<file path="src/rtl/arm_mem_pkg.sv">
// arm_mem_pkg: shared types and widths for the unified memory port arbiter
package arm_mem_pkg;
  localparam int WORD_W = 32;
  typedef enum logic {IDLE, BUSY} arb_state_t;
  typedef enum logic [1:0] {OWN_NONE, OWN_I, OWN_D} arb_owner_t;
endpackage

</file>
<file path="src/rtl/mem_wait_counter.sv">
// mem_wait_counter: loadable down-counter that flags when the memory data is due
module mem_wait_counter #(
  parameter int W = 2
) (
  input  logic         clk,
  input  logic         rst,
  input  logic         load_i,
  input  logic [W-1:0] load_val_i,
  input  logic         dec_i,
  output logic         zero_o
);
  logic [W-1:0] cnt_q, cnt_d;
  always_comb cnt_d = load_i ? load_val_i : (dec_i && cnt_q != '0) ? cnt_q - W'(1) : cnt_q;
  always_ff @(posedge clk or posedge rst)
    if (rst) cnt_q <= '0;
    else     cnt_q <= cnt_d;
  assign zero_o = cnt_q == '0;
endmodule

</file>
<file path="src/rtl/mem_port_arbiter.sv">
// mem_port_arbiter: shares one fixed-latency single-port memory between fetch (I) and data (D)
module mem_port_arbiter import arm_mem_pkg::*; #(
  parameter int MEM_LATENCY  = 2,
  parameter int STARVE_LIMIT = 4
) (
  input  logic              clk,
  input  logic              reset,
  input  logic              i_req,
  input  logic [WORD_W-1:0] i_addr,
  output logic [WORD_W-1:0] i_rdata,
  output logic              i_ready,
  input  logic              d_req,
  input  logic              d_we,
  input  logic              d_byte,
  input  logic [WORD_W-1:0] d_addr,
  input  logic [WORD_W-1:0] d_wdata,
  output logic [WORD_W-1:0] d_rdata,
  output logic              d_ready,
  output logic              mem_en,
  output logic              mem_we,
  output logic              mem_byte,
  output logic [WORD_W-1:0] mem_addr,
  output logic [WORD_W-1:0] mem_wdata,
  input  logic [WORD_W-1:0] mem_rdata,
  output logic              stall_f,
  output logic              stall_m
);
  localparam int CW = $clog2(MEM_LATENCY) + 1;
  localparam int SW = $clog2(STARVE_LIMIT + 1);
  arb_state_t state_q, state_d;
  arb_owner_t owner_q, owner_d;
  logic [SW-1:0] starve_q, starve_d;
  logic [WORD_W-1:0] addr_q, addr_d, wdata_q, wdata_d;
  logic we_q, we_d, byte_q, byte_d;
  logic wait_zero, force_i, sel_d, grant, done;
  // D wins ties unless fetch has been passed over STARVE_LIMIT times in a row
  assign force_i = i_req && starve_q == SW'(STARVE_LIMIT);
  assign sel_d   = d_req && !force_i;
  assign grant   = state_q == IDLE && (i_req || d_req) && !reset;
  assign done    = state_q == BUSY && wait_zero;
  mem_wait_counter #(.W(CW)) u_wait (
    .clk        (clk),
    .rst        (reset),
    .load_i     (grant),
    .load_val_i (CW'(MEM_LATENCY - 1)),
    .dec_i      (state_q == BUSY),
    .zero_o     (wait_zero)
  );
  always_ff @(posedge clk or posedge reset)
    if (reset) state_q <= IDLE;
    else       state_q <= state_d;
  always_comb state_d = (state_q == IDLE) ? (grant ? BUSY : IDLE) : (wait_zero ? IDLE : BUSY);
  always_comb begin
    mem_en    = grant;
    mem_we    = grant && sel_d && d_we;
    mem_byte  = grant && sel_d && d_byte;
    mem_addr  = grant ? (sel_d ? d_addr : i_addr) : addr_q;
    mem_wdata = grant ? (sel_d ? d_wdata : '0) : wdata_q;
    i_ready   = done && owner_q == OWN_I;
    d_ready   = done && owner_q == OWN_D;
    i_rdata   = i_ready ? mem_rdata : '0;
    d_rdata   = (d_ready && !we_q) ? mem_rdata : '0;
  end
  assign stall_f = i_req & ~i_ready;
  assign stall_m = d_req & ~d_ready;
  always_comb begin
    owner_d  = grant ? (sel_d ? OWN_D : OWN_I) : done ? OWN_NONE : owner_q;
    addr_d   = mem_addr;
    wdata_d  = mem_wdata;
    we_d     = grant ? mem_we : we_q;
    byte_d   = grant ? mem_byte : byte_q;
    starve_d = !grant ? starve_q : (sel_d && i_req) ? starve_q + SW'(1) : '0;
  end
  always_ff @(posedge clk or posedge reset)
    if (reset) begin
      owner_q  <= OWN_NONE;
      starve_q <= '0;
      addr_q   <= '0;
      wdata_q  <= '0;
      we_q     <= 1'b0;
      byte_q   <= 1'b0;
    end else begin
      owner_q  <= owner_d;
      starve_q <= starve_d;
      addr_q   <= addr_d;
      wdata_q  <= wdata_d;
      we_q     <= we_d;
      byte_q   <= byte_d;
    end
endmodule

</file>
<file path="config.mk">
export PLATFORM = sky130hd
export DESIGN_NAME = mem_port_arbiter
export DESIGN_NICKNAME = d
export VERILOG_FILES = /design/src/rtl/arm_mem_pkg.sv /design/src/rtl/mem_wait_counter.sv /design/src/rtl/mem_port_arbiter.sv
export SDC_FILE = /design/constraint.sdc
export NUM_CORES = 1
export LEC_CHECK = 0
export ABC_AREA = 0
export CORE_AREA = 2 2 104 106
export CTS_BUF_LIST = sky130_fd_sc_hd__clkbuf_2 sky130_fd_sc_hd__clkbuf_4 sky130_fd_sc_hd__clkbuf_8
export DETAILED_ROUTE_END_ITERATION = 16
export DIE_AREA = 0 0 106 108
export PLACE_DENSITY = 0.81
export SYNTH_ARGS = -nofsm -noshare
export SYNTH_HDL_FRONTEND = slang
export SYNTH_HIERARCHICAL = 1
export SYNTH_SLANG_ARGS = --single-unit
</file>
<file path="constraint.sdc">
create_clock -name clk -period 3.9 [get_ports clk]
set_input_delay 0.585 -clock clk [delete_from_list [all_inputs] [get_ports clk]]
set_output_delay 0.585 -clock clk [all_outputs]
set_load 0.02 [all_outputs]
</file>
# Word level (Yosys, flattened, before mapping)
# Index checks and enable logic that the tools add are counted.
[classes]
addsub = 2
n_eq_ne = 3
muxes = 15
n_bitwise = 5
n_reduce_logical = 21
[op_table]
columns = ["op", "count"]
rows = [
  ["two-way mux 32 bit", 6],
  ["logical AND 1 bit", 13],
  ["two-way mux 2 bit", 5],
  ["nonzero test 2 bit", 3],
  ["adder 3 x 1 -> 3 bit, second input constant", 1],
  ["equality test 3 bit, second input constant", 1],
  ["logical NOT 1 bit", 3],
  ["two-way mux 1 bit", 3],
  ["two-way mux 3 bit", 1],
  ["NOT 1 bit", 3],
  ["bitwise AND 1 bit", 2],
  ["equality test 2 x 1 -> 1 bit, second input constant", 1],
  ["equality test 2 bit, second input constant", 1],
  ["logical NOT 2 bit", 1],
  ["subtractor 2 x 1 -> 2 bit, second input constant", 1],
  ["logical OR 1 bit", 1],
]
[totals]
register_bits = 73
input_bits = 134
output_inout_bits = 135
wordCells = 53

# Logic depth before layout (Yosys ltp)
[depth]
depth_word = 6
ltp_mapped = 8
ltp_nobuf = 5

# By module
# Netlist, hierarchy kept.
[modules_own_cells]
columns = ["module", "n_inst", "cells_each", "area_each_um2", "seq_area_each_um2"]
rows = [
  ["mem_port_arbiter", 1, 296, 3460.8, 1776.7],
  ["mem_wait_counter", 1, 13, 135.1, 50.0],
]

# Least setup slack after synthesis
# OpenSTA, ideal clock, no wires.
[synth_path]
path_kind = "flip-flop to output port"
startpoint = "register starve_q[0]"
endpoint = "output port mem_addr[10]"
t_arrival_ns = 1.601
required_time_ns = 3.315
slack_ns = 1.714
path_stages_with_launch = 8
path_cell_list = "dfrtp_1 -> inv_1 -> ha_1 -> a21bo_1 -> and3_1 -> buf_4 -> buf_6 -> a221o_1"
[synth_via]
elab_chain_len = 6
[synth_rtl]
columns = ["item", "line_no", "text"]
rows = [
  ["start: declaration", "mem_port_arbiter.sv:32", "logic [SW-1:0] starve_q, starve_d;"],
  ["start signal: assignment", "mem_port_arbiter.sv:84", "starve_q <= starve_d;"],
  ["equality test 3 bit", "mem_port_arbiter.sv:37", "assign force_i = i_req && starve_q == SW'(STARVE_LIMIT);"],
  ["logical AND 1 bit", "mem_port_arbiter.sv:37", ""],
  ["logical NOT 1 bit", "mem_port_arbiter.sv:38", "assign sel_d = d_req && !force_i;"],
  ["logical AND 1 bit", "mem_port_arbiter.sv:38", ""],
  ["two-way mux 32 bit (2 in series)", "mem_port_arbiter.sv:57", "mem_addr = grant ? (sel_d ? d_addr : i_addr) : addr_q;"],
  ["end: declaration", "mem_port_arbiter.sv:22", "output logic [WORD_W-1:0] mem_addr,"],
]
# No other way between the ends.

# Worst setup path in the final report
[layout_path]
startpoint = "input port i_req"
endpoint = "output port mem_addr[5]"
[layout_via]
elab_chain_len = 5
elab_cells_between_ends = 8
cone_classes = "mux: 2; reduce/logical: 6"
[layout_rtl]
columns = ["item", "line_no", "text"]
rows = [
  ["start: declaration", "mem_port_arbiter.sv:8", "input logic i_req,"],
  ["logical AND 1 bit", "mem_port_arbiter.sv:37", ""],
  ["logical NOT 1 bit", "mem_port_arbiter.sv:38", ""],
  ["logical AND 1 bit", "mem_port_arbiter.sv:38", ""],
  ["two-way mux 32 bit", "mem_port_arbiter.sv:57", ""],
  ["two-way mux 32 bit (*)", "mem_port_arbiter.sv:57", ""],
]
# Every way passes the cells marked *; elsewhere a longest branch is shown, timed or not.

==> impl_metrics.json <==
{
  "dpl.hpwl_mm": 10.2,
  "maxCapViolCount": 0,
  "drtIter0Drc": 215,
  "syn_avg_cell_area_um2": 11.6,
  "slew-limit-headroom": 0.520,
  "cts_buffers": 9,
  "crit_path_start_kind": "input port",
  "firstDrtPassIters": 4,
  "period_minus_slack_ps": 3310,
  "cts.clk_slew.worst_paths_ps": 80,
  "syn_inst": 309,
  "worstMarginPinSlew_ps": 718,
  "synth_fa_ha_area_frac": 0.0104,
  "grt_pass1_vias": 3780,
  "yosysUniqueCellTypes": 34,
  "outcome": "complete, no violations",
  "synth-compound-area-share": 0.257,
  "drc": 0,
  "post-cts-setup-buffers": 0,
  "cp_common_cell": "clkdlybuf4s50_1",
  "fin_skew_ps": 10.4,
  "grt_pass1_wl_mm": 20.6,
  "yosysTopAreaCell": "dfrtp_1",
  "antenna_left": 0,
  "core-area_mm2": 0.0102,
  "arrival_ps": 2730,
  "endpoint_kind": "primary output",
  "hold_slack_ps": 503,
  "synth-async-reset-ratio": 1.00,
  "required_ps": 3310,
  "area_delta_synth_final_pct": 82.8,
  "yosysSeqAreaShare": 0.508,
  "gp_congestion": 0.790,
  "clock_sinks": 73,
  "fin_crit_sh": 0.850,
  "crit_chain": "clkdlybuf4s50_1, or2_2, buf_4, a21boi_0, a221o_1, clkdlybuf4s50_1",
  "multiInputGateArea_mm2": 0.00153,
  "yosysMostFrequentCell": "dfrtp_1",
  "overflow": 0,
  "nNetsFinal": 707,
  "via_per_inst": 5.00,
  "drv_slew": 0,
  "power_per_cell_area_mw_per_mm2": 636,
  "cts_hold_buf": 0,
  "setup_slack_ps": 585,
  "post_cts_resized": 0,
  "antenna_found_initial": 0,
  "cts_tree": "built",
  "dp_slack_ps": 594,
  "critPathMaxFanout": 33,
  "ys_top_cells_by_count": "dfrtp_1, and2_1, a221o_1, a22o_1, a21boi_0",
  "synthTopCellsByArea": "dfrtp_1, and2_1, a221o_1",
  "hold_viol": 0,
  "synth_top_family_by_area": "compound AO/OA/AOI/OAI gates",
  "yosysWarnings": 6,
  "wl_per_cell_um": 19.1,
  "critPathKind": "input port to primary output",
  "drive_gt1_frac": 0.0609,
  "setup_viol": 0,
  "synth_edf_count": 0,
  "synth_nets": 446,
  "yosys.area_share.simple": 0.152,
  "synth-seq-cells": 73,
  "port_buffers": 268,
  "die_y_um": 108,
  "fmax_ghz": 0.302,
  "clock_latency_ps": 340,
  "p_leak_nw": 2.75,
  "synth_top_area_share": 0.508,
  "seq_area_mm2": 0.00183,
  "fin_tns_setup_ps": 0,
  "synth_mux_area_frac": 0.00278,
  "clk_path_buf_depth": 2,
  "diodes": 0,
  "num_vias": 3556,
  "synthesis.area_mm2": 0.00360,
  "rows": 37,
  "grt_use_total": 0.235,
  "die_area_mm2": 0.0114,
  "fp.dieW_um": 106,
  "clockRootBuffer": "clkbuf_8",
  "finalWirelength_mm": 13.6,
  "io-pin-count": 269,
  "cpMaxStageDelayCell": "clkdlybuf4s50_1",
  "hp-class": "flop to flop",
  "final_util": 0.642,
  "grt_max_degree": 41,
  "h-tree-depth": 3,
  "synth_flop_cell": "dfrtp_1",
  "grt_setup_unrepaired": "false",
  "initial_core_util": 0.351,
  "fill_cells": 826,
  "synthXorXnorAreaFrac": 0,
  "critPathMaxStageDelay_ps": 610,
  "vdd_drop_max_uv": 384
}
==> sequential cells by signal, summed over array words and instances, names as in the netlist <==
signal        cells
owner_q           2
u_wait/cnt_q      2
wdata_q          32
starve_q          3
we_q              1
addr_q           32
state_q           1
==> through the flow <==
step | power [mW] | cells | instance area (um^2)
6_report | 4.18 | 711 | 6570
5_1_grt | 4.42 | 711 | 6570
4_1_cts | 4.22 | 711 | 6570
3_5_place_dp | 3.53 | 695 | 6350
3_3_place_gp | 3.47 | 695 | 6350
2_1_floorplan | 2.46 | 309 | 3600
==> layout by cell type, fill, tap and decap left out, drive strengths merged, types with 3 or more instances in the layout <==
master and count:
inv 13, a22o 33, dfrtp 73, ha 3, buf 10, a21boi 32
clkbuf 10, clkdlybuf4s50 268, a221o 34, and2 67, nor2 3
==> final cells by class <==
cell class / count / share of cell area
Timing Repair Buffer: 278 / 0.423
Sequential cell: 73 / 0.278
Multi-Input combinational cell: 197 / 0.233
Tap cell: 136 / 0.0259
Clock buffer: 10 / 0.0200
Clock inverter: 6 / 0.0137
Inverter: 11 / 0.00628
==> per-layer routing <==
metal	share of wire	routed length, um	vias to the layer above	global-route usage
met3	0.090	1230	9	0.0796
met2	0.52	7090	163	0.420
met1	0.38	5150	1738	0.269
li1	-	-	1646	-
met5	0	0	-	0
met4	0.010	137	0	0.0677
==> path summary, 6_finish.rpt <==
| path | startpoint | to | slack (ps) | cells past startpoint |
|---|---|---|---|---|
| max | i_req | mem_addr[5] | 590 | 6 |
| min | wdata_q[31] | wdata_q[31] | 500 | 1 |
| max reg2reg | starve_q[0] | addr_q[5] | 2050 | 6 |
| min reg2reg | wdata_q[31] | wdata_q[31] | 500 | 1 |
| max in group asynchronous | reset | wdata_q[1] | 2420 | 3 |
| min in group asynchronous | reset | u_wait/cnt_q[1] | 550 | 2 |
==> report_power, final <==
part	internal [mW]	switching, mW	leakage (nW)
clock network	0.371	0.303	0.111
logic	1.17	1.13	1.72
registers	1.10	0.117	0.924
total	2.64	1.55	2.75
==> critical path: cells and delay by family <==
| kind | cells | cell delay, ps |
|---|---|---|
| AND/OR/NAND/NOR | 1 | 340 |
| AO/OA/AOI/OAI | 2 | 470 |
| buffers and inverters | 3 | 1310 |
==> logic make-up (layout without fill, tap and decap cells) <==
| logic type | after synthesis | in the layout |
|---|---|---|
| flops | 73 | 73 |
| fa+ha+maj | 3 | 3 |
| buf+inv | 39 | 305 |
| compound gates | 106 | 106 |
| mux | 1 | 1 |
| simple gates | 85 | 85 |
| other cells | 2 | 2 |
No activity file was read; power rests on OpenSTA's default activity.
